===== src/rtl/axi4_lite_regfile_slave.sv =====
// AXI4-Lite slave fronting a bank of NUM_REGS read/write registers with
// byte-lane write strobes and independent, single-outstanding read and
// write channels.
// Optional feature macro: AXIL_SLVERR_EN (out-of-range accesses answer SLVERR
// instead of OKAY).
module axi4_lite_regfile_slave #(
  parameter int unsigned DATA_WIDTH = 32,
  parameter int unsigned ADDR_WIDTH = 8,
  parameter int unsigned NUM_REGS   = 16
) (
  input  logic                      i_ACLK,
  input  logic                      i_ARESETN,
  input  logic [ADDR_WIDTH-1:0]     i_M_AWADDR,
  input  logic [2:0]                i_M_AWPROT,
  input  logic                      i_M_AWVALID,
  output logic                      o_S_AWREADY,
  input  logic [DATA_WIDTH-1:0]     i_M_WDATA,
  input  logic [DATA_WIDTH/8-1:0]   i_M_WSTRB,
  input  logic                      i_M_WVALID,
  output logic                      o_S_WREADY,
  output logic [1:0]                o_S_BRESP,
  output logic                      o_S_BVALID,
  input  logic                      i_M_BREADY,
  input  logic [ADDR_WIDTH-1:0]     i_M_ARADDR,
  input  logic [2:0]                i_M_ARPROT,
  input  logic                      i_M_ARVALID,
  output logic                      o_S_ARREADY,
  output logic [DATA_WIDTH-1:0]     o_S_RDATA,
  output logic [1:0]                o_S_RRESP,
  output logic                      o_S_RVALID,
  input  logic                      i_M_RREADY
);

  localparam int unsigned STRB_W  = DATA_WIDTH / 8;
  localparam int unsigned ADDRLSB = $clog2(STRB_W);
  localparam int unsigned IDX_W   = ADDR_WIDTH - ADDRLSB;

  localparam logic [1:0] RESP_OKAY = 2'b00;
`ifdef AXIL_SLVERR_EN
  localparam logic [1:0] RESP_OOR  = 2'b10;
`else
  localparam logic [1:0] RESP_OOR  = 2'b00;
`endif

  typedef enum logic {
    RD_IDLE = 1'b0,
    RD_RESP = 1'b1
  } rd_state_e;

  // Protection bits and sub-word address bits carry no meaning here.
  logic unused_inputs_c;
  assign unused_inputs_c = ^{i_M_AWPROT, i_M_ARPROT,
                             i_M_AWADDR[ADDRLSB-1:0], i_M_ARADDR[ADDRLSB-1:0]};

  // ---------------------------------------------------------------------------
  // Write channel state
  // ---------------------------------------------------------------------------
  logic                  aw_held_q, aw_held_d;
  logic [IDX_W-1:0]      aw_idx_q,  aw_idx_d;
  logic                  w_held_q,  w_held_d;
  logic [DATA_WIDTH-1:0] wdata_q,   wdata_d;
  logic [STRB_W-1:0]     wstrb_q,   wstrb_d;
  logic                  bvalid_q,  bvalid_d;
  logic [1:0]            bresp_q,   bresp_d;
  logic                  awready_q, awready_d;
  logic                  wready_q,  wready_d;

  logic                  commit_c;
  logic                  wr_in_range_c;

  logic [DATA_WIDTH-1:0] regs_q [NUM_REGS];

  assign commit_c      = aw_held_q && w_held_q;
  assign wr_in_range_c = 32'(aw_idx_q) < NUM_REGS;

  // Capture AW/W independently, commit once both are held, retire on B handshake.
  always_comb begin
    aw_held_d = aw_held_q;
    aw_idx_d  = aw_idx_q;
    w_held_d  = w_held_q;
    wdata_d   = wdata_q;
    wstrb_d   = wstrb_q;
    bvalid_d  = bvalid_q;
    bresp_d   = bresp_q;

    if (i_M_AWVALID && awready_q) begin
      aw_held_d = 1'b1;
      aw_idx_d  = i_M_AWADDR[ADDR_WIDTH-1:ADDRLSB];
    end
    if (i_M_WVALID && wready_q) begin
      w_held_d = 1'b1;
      wdata_d  = i_M_WDATA;
      wstrb_d  = i_M_WSTRB;
    end

    if (commit_c) begin
      aw_held_d = 1'b0;
      w_held_d  = 1'b0;
      bvalid_d  = 1'b1;
      bresp_d   = wr_in_range_c ? RESP_OKAY : RESP_OOR;
    end else if (bvalid_q && i_M_BREADY) begin
      bvalid_d  = 1'b0;
      bresp_d   = RESP_OKAY;
    end

    // Readies reopen on the same edge the response retires.
    awready_d = !aw_held_d && !bvalid_d;
    wready_d  = !w_held_d  && !bvalid_d;
  end

  // Write channel registers.
  always_ff @(posedge i_ACLK or negedge i_ARESETN) begin
    if (!i_ARESETN) begin
      aw_held_q <= 1'b0;
      aw_idx_q  <= '0;
      w_held_q  <= 1'b0;
      wdata_q   <= '0;
      wstrb_q   <= '0;
      bvalid_q  <= 1'b0;
      bresp_q   <= RESP_OKAY;
      awready_q <= 1'b0;
      wready_q  <= 1'b0;
    end else begin
      aw_held_q <= aw_held_d;
      aw_idx_q  <= aw_idx_d;
      w_held_q  <= w_held_d;
      wdata_q   <= wdata_d;
      wstrb_q   <= wstrb_d;
      bvalid_q  <= bvalid_d;
      bresp_q   <= bresp_d;
      awready_q <= awready_d;
      wready_q  <= wready_d;
    end
  end

  // Register bank: strobed byte-lane update on commit; out-of-range index hits nothing.
  always_ff @(posedge i_ACLK or negedge i_ARESETN) begin
    if (!i_ARESETN) begin
      for (int r = 0; r < int'(NUM_REGS); r++) begin
        regs_q[r] <= '0;
      end
    end else begin
      for (int r = 0; r < int'(NUM_REGS); r++) begin
        if (commit_c && (aw_idx_q == IDX_W'(r))) begin
          for (int k = 0; k < int'(STRB_W); k++) begin
            if (wstrb_q[k]) begin
              regs_q[r][8*k +: 8] <= wdata_q[8*k +: 8];
            end
          end
        end
      end
    end
  end

  // ---------------------------------------------------------------------------
  // Read channel
  // ---------------------------------------------------------------------------
  rd_state_e             rd_state_q, rd_state_d;
  logic                  arready_q,  arready_d;
  logic                  rvalid_q,   rvalid_d;
  logic [DATA_WIDTH-1:0] rdata_q,    rdata_d;
  logic [1:0]            rresp_q,    rresp_d;

  logic [IDX_W-1:0]      ar_idx_c;
  logic                  ar_in_range_c;
  logic [DATA_WIDTH-1:0] rd_word_c;

  assign ar_idx_c      = i_M_ARADDR[ADDR_WIDTH-1:ADDRLSB];
  assign ar_in_range_c = 32'(ar_idx_c) < NUM_REGS;

  // Register select; an out-of-range index matches no entry and reads as zero.
  always_comb begin
    rd_word_c = '0;
    for (int r = 0; r < int'(NUM_REGS); r++) begin
      if (ar_idx_c == IDX_W'(r)) begin
        rd_word_c = regs_q[r];
      end
    end
  end

  // Read FSM: accept AR in idle, hold RDATA/RRESP until the R handshake.
  always_comb begin
    rd_state_d = rd_state_q;
    arready_d  = arready_q;
    rvalid_d   = rvalid_q;
    rdata_d    = rdata_q;
    rresp_d    = rresp_q;

    case (rd_state_q)
      RD_IDLE: begin
        arready_d = 1'b1;
        if (i_M_ARVALID && arready_q) begin
          rd_state_d = RD_RESP;
          arready_d  = 1'b0;
          rvalid_d   = 1'b1;
          rdata_d    = rd_word_c;
          rresp_d    = ar_in_range_c ? RESP_OKAY : RESP_OOR;
        end
      end
      RD_RESP: begin
        if (i_M_RREADY) begin
          rd_state_d = RD_IDLE;
          arready_d  = 1'b1;
          rvalid_d   = 1'b0;
          rdata_d    = '0;
          rresp_d    = RESP_OKAY;
        end
      end
      default: begin
        rd_state_d = RD_IDLE;
        arready_d  = 1'b0;
        rvalid_d   = 1'b0;
        rdata_d    = '0;
        rresp_d    = RESP_OKAY;
      end
    endcase
  end

  // Read channel registers.
  always_ff @(posedge i_ACLK or negedge i_ARESETN) begin
    if (!i_ARESETN) begin
      rd_state_q <= RD_IDLE;
      arready_q  <= 1'b0;
      rvalid_q   <= 1'b0;
      rdata_q    <= '0;
      rresp_q    <= RESP_OKAY;
    end else begin
      rd_state_q <= rd_state_d;
      arready_q  <= arready_d;
      rvalid_q   <= rvalid_d;
      rdata_q    <= rdata_d;
      rresp_q    <= rresp_d;
    end
  end

  assign o_S_AWREADY = awready_q;
  assign o_S_WREADY  = wready_q;
  assign o_S_BVALID  = bvalid_q;
  assign o_S_BRESP   = bresp_q;
  assign o_S_ARREADY = arready_q;
  assign o_S_RVALID  = rvalid_q;
  assign o_S_RDATA   = rdata_q;
  assign o_S_RRESP   = rresp_q;

endmodule


===== config.mk =====
export PLATFORM = sky130hd
export DESIGN_NAME = axi4_lite_regfile_slave
export DESIGN_NICKNAME = d
export VERILOG_FILES = /design/src/rtl/axi4_lite_regfile_slave.sv
export SDC_FILE = /design/constraint.sdc
export NUM_CORES = 1
export LEC_CHECK = 0
export CAP_MARGIN = 10
export CORE_ASPECT_RATIO = 0.8
export CORE_MARGIN = 8
export CORE_UTILIZATION = 55
export CTS_CLUSTER_SIZE = 28
export DETAILED_ROUTE_END_ITERATION = 7
export PLACE_DENSITY_LB_ADDON = 0.05
export SYNTH_ARGS = -nofsm -noshare
export SYNTH_HDL_FRONTEND = slang
export SYNTH_SLANG_ARGS = --single-unit

===== constraint.sdc =====
create_clock -name i_ACLK -period 2.7 [get_ports i_ACLK]
set_input_delay 0.405 -clock i_ACLK [delete_from_list [all_inputs] [get_ports i_ACLK]]
set_output_delay 0.405 -clock i_ACLK [all_outputs]
set_load 0.05 [all_outputs]

**Word level (Yosys, flattened, before mapping)**

Index checks and enable logic that the tools add are counted.

- Reduce and logical (&&, ||, !) cells: 94
- Eq/ne operators: 32
- Mux-type cells: 39
- Bitwise logic cells: 1

Operator list:

| cell | count |
|---|---|
| $mux W32 | 18 |
| $reduce_and A2 Y1 | 65 |
| $eq A6 B4 Y1 const B | 16 |
| $pmux W32 S2 | 1 |
| $eq A6 B3 Y1 const B | 8 |
| $eq A6 B2 Y1 const B | 4 |
| $logic_and A1 B1 Y1 | 23 |
| $eq A6 B1 Y1 const B | 2 |
| $logic_not A6 Y1 | 2 |
| $mux W1 | 12 |
| $mux W2 | 4 |
| $pmux W1 S2 | 3 |
| $ne A2 B2 Y1 const B | 2 |
| $pmux W2 S2 | 1 |
| $logic_not A1 Y1 | 3 |
| $reduce_bool A2 Y1 | 1 |
| $not A1 Y1 | 1 |

- Input bits: 65
- Bits in registers: 598

**Longest topological paths before layout**

Gate-level depths: netlist (run 1).

- Depth after elaboration: 19
- Mapped depth: 10

**Least setup slack after synthesis (run 1)**

Ideal clock, no wire load.

- Kind: input-to-reg
- Start: input port i_M_ARADDR[6]
- End: register rdata_q[3] (netlist: o_S_RDATA[3])
- Arrival time: 1.971 ns
- Setup slack: 0.597 ns
- Required time: 2.568 ns
- Stages on the path: 8
- Setup time: 0.132 ns
- Path through: buf_2 -> or4b_1 -> buf_6 -> buf_6 -> nor3_1 -> nor4_1 -> a2111oi_0 -> nor2_1

- Cells in the longest elaborated chain, start to end: 19
- Elaborated cells between the ends (all ways): 34
- Those cells by class: eq/ne (15); mux (18); reduce/logical (1)

RTL lines:

| item | RTL line | text |
|---|---|---|
| from (decl) | 24 | `input logic [ADDR_WIDTH-1:0] i_M_ARADDR,` |
| $logic_not A6 Y1 | 175 | `if (ar_idx_c == IDX_W'(r)) begin` |
| $mux W32 (15 in series) | 175 |  |
| $mux W32 (*) | 175 |  |
| $mux W32 (*) | 192 | `if (i_M_ARVALID && arready_q) begin` |
| $pmux W32 S2 (*) | 189 | `case (rd_state_q)` |
| to (signal assigned) | 231 | `rdata_q <= rdata_d;` |
| to (decl) | 161 | `logic [DATA_WIDTH-1:0] rdata_q, rdata_d;` |

Mark *: on every way between the ends. The rest lies on a longest branch, timed or not. The select of a mux whose other input is x is not followed.
A chain may end at the register's enable or synchronous reset.

**Final worst setup path (run 1)**

- Start: register rdata_q[13] (netlist: o_S_RDATA[13])
- End: output port o_S_RDATA[13]

RTL lines:

| item | RTL line | text |
|---|---|---|
| to (decl) | 28 | `output logic [DATA_WIDTH-1:0] o_S_RDATA,` |

No word-level cell between the ends.

==> results_dict.tcl, run 1 <==
set metrics [dict create \
    drc 0 \
    grt_use_total 0.2797 \
    ios 106 \
    cp_slowest_stage_delay_ns 0.87 \
    antenna_cells 0 \
    fin_crit_sh 0.8842 \
    cts.repair.resized 0 \
    htreeDepth 2 \
    power_uw 26550 \
    final.min_clock_period_ns 2.387 \
    place_congestion 0.8902 \
    grt_overflow 0 \
    grt_max_degree 78 \
    cp-start-kind "register" \
    rsz0062_at_grt "false" \
    synth-simple-area-share 0.06540 \
    root_buffer "clkbuf_16" \
    synth_compound_area_frac 0.08580 \
    finalMaxSlewViolations 0 \
    vias 18718 \
    critical_path_class "reg2out" \
    leakage_uw 0.01535 \
    syn_avg_cell_area_um2 13.14 \
    wl_per_cell_um 27.10 \
    ctsHoldBuffers 1 \
    yosys.area.top_type "dfrtp_1" \
    crit_path_top_delay_cell "clkdlybuf4s50_1" \
    ir_drop_mv 1.004 \
    synth_mux_area_frac 0.2744 \
    top_usage_layer "met1" \
    nets 2335 \
    wirelength_um 79730 \
    initial_core_util 0.5577 \
    power_density_mw_per_mm2 834.5 \
    seq_area_frac_synth 0.5510 \
    dp_cells 2838 \
    cp-end-kind "output port" \
    crit_family "buffers and inverters" \
    grt_pass1_wl_um 121800 \
    drive_above_1_share 0.4055 \
    synth-async-reset-ratio 1.000 \
    yosysMostFrequentCell "dfrtp_1" \
    netlist_area_mm2 0.02698 \
    final_cells 2942 \
    finalSetupViolCount 0 \
    netlist-cell-type-count 76 \
    die_y_um 214.1 \
    globalRouteMet3Util 0.06910 \
    cts_tree "done" \
    dp_hpwl_um 54500 \
    synth_commonest_cells "dfrtp_1, mux2_2, nand2_1" \
    critPathMaxFanout 2 \
    coreArea_mm2 0.04838 \
    reg2reg_setup_slack_ns 0.34 \
    finish.utilization 0.6576 \
    cts.sinks 594 \
    cts_buffers 58 \
    grtUsageMet2 0.4048 \
    drtIter0Drc 1712 \
    antenna_left 0 \
    yosys.area.top_type_share 0.5510 \
    die_x_um 263.6 \
    ys_top_cells_by_area "dfrtp_1, mux2_2, mux4_2" \
    critPathRequiredTime_ns 2.30 \
    viasPerCell 6.362 \
    path_buf_inv 1 \
    area_growth_pct 17.92 \
    firstDrtPassIters 5 \
    r2r-start "w_held_q" \
    path_clk_slew_ns 0.06 \
    port_buffers 91 \
    grt_pass1_vias 19200 \
    r2r-end "regs_q[453]" \
    dominantRegCellSynth "dfrtp_1" \
    cts_buffer_depth 3 \
    synthAdderAreaFrac 0 \
    finalHoldViolations 0 \
    rr_worst_depth 6 \
    postCtsSetupRepairBufs 0 \
    crit_chain "clkdlybuf4s50_1" \
    hold_path_class "in2async" \
    synth_cells 2053 \
    synth_edf_count 0 \
    cap_violations 0 \
    synth_xor_area_frac 0 \
    status "complete, no violations" \
    skew_ns 0.02279 \
    worst_pin_slew_ns 0.8819 \
    slew_headroom 0.4121 \
    fmax_mhz 418.9 \
    rows 72 \
    synth_top_family_by_area "multiplexers" \
    ys_warn_count 0 \
    synth-seq-cells 594 \
    grtUsageMet1 0.4099 \
    antenna_found_initial 2 \
    dieArea_mm2 0.05644 \
    clk_latency_ns 0.63 \
    arrival_ns 1.98 \
]
==> per-stage QoR <==
stage	instance area (µm²)	setup TNS (ns)	hold slack (ns)	setup slack, ns
2_1_floorplan	26990	0	0.1094	0.5971
3_3_place_gp	29890	-0.03012	0.3136	-0.02101
3_5_place_dp	29890	-0.2771	0.3125	-0.05796
4_1_cts	31810	0	0.2402	0.3041
5_1_grt	31810	0	0.2706	0.2444
6_report	31810	0	0.2681	0.3126
==> area by class of cell <==
type	count	area [µm²]
inverters	4	15.01
fillers	3613	16560
repair buffers	287	2676
well taps	629	787.0
clock buffers	83	1715
clock inverters	20	193.9
multi-input cells	1325	11560
flip-flops and latches	594	14860
==> power breakdown <==
| part | switching (µW) | internal [µW] | total, µW |
|---|---|---|---|
| registers | 2810 | 11100 | 13900 |
| clock network | 3470 | 4680 | 8150 |
| logic | 1920 | 2590 | 4510 |
==> worst reg2reg max path: stages, from the launching register on <==
cell	delay, ns
dfrtp_1	0.44
and4bb_1	0.30
nand3b_1	0.20
nor3_1	0.26
buf_4	0.23
nand2_1	0.35
mux2_2	0.45
==> flip-flops by register name, indices dropped and copies added, names as in the netlist, 4 cells and up <==
| name | count |
|---|---|
| regs_q | 512 |
| o_S_RDATA | 32 |
| wdata_q | 32 |
| aw_idx_q | 6 |
| wstrb_q | 4 |
==> worst max path at each step <==
| stage | from | end | slack [ns] | depth (start not counted) |
|---|---|---|---|---|
| 2_1_floorplan | i_M_ARADDR[6] | o_S_RDATA[3] | 0.60 | 8 |
| 5_1_grt | o_S_RDATA[20] | o_S_RDATA[20] | 0.24 | 1 |
| 4_1_cts | o_S_RDATA[20] | o_S_RDATA[20] | 0.30 | 1 |
| 3_3_place_gp | i_M_ARADDR[7] | o_S_RDATA[19] | -0.02 | 10 |
| 3_5_place_dp | i_M_ARADDR[7] | o_S_RDATA[12] | -0.06 | 8 |
| 6_report | o_S_RDATA[13] | o_S_RDATA[13] | 0.31 | 1 |
==> layout by cell type (no fill, tap or decap), drive strengths merged, types with 17 or more instances in the layout <==
| master | instances |
|---|---|
| nand2 | 165 |
| nor2 | 68 |
| clkdlybuf4s50 | 88 |
| clkbuf | 83 |
| a21oi | 67 |
| nor3 | 26 |
| dfrtp | 594 |
| a22o | 28 |
| mux2 | 574 |
| mux4 | 31 |
| nor4 | 17 |
| mux2i | 24 |
| o21ai | 61 |
| buf | 198 |
| a22oi | 55 |
==> metal layers <==
metal	routed length (µm)	up-vias
met4	2425	4
li1	-	8060
met3	6988	176
met1	35890	9673
met2	34400	805
met5	23	-
==> cells by family (layout without fill, tap and decap cells) <==
family,count (synthesis),in the layout
mux,629,629
flops,594,594
simple gates,357,357
compound gates,335,335
buf+inv,137,394
other cells,1,4
(Power assumes the default switching activity.)
==> inputs of run 2 (changes only) <==
- GPL_ROUTABILITY_DRIVEN: unset -> 0
- HOLD_SLACK_MARGIN: unset -> 0.08
==> results of run 2 <==
No change in the layout: final DEF, timing and power equal those of run 1.
==> inputs of run 3 (changes only) <==
- CTS_CLUSTER_SIZE: 28 -> 30
==> results of run 3 <==
No change in the layout: final DEF, timing and power equal those of run 1.
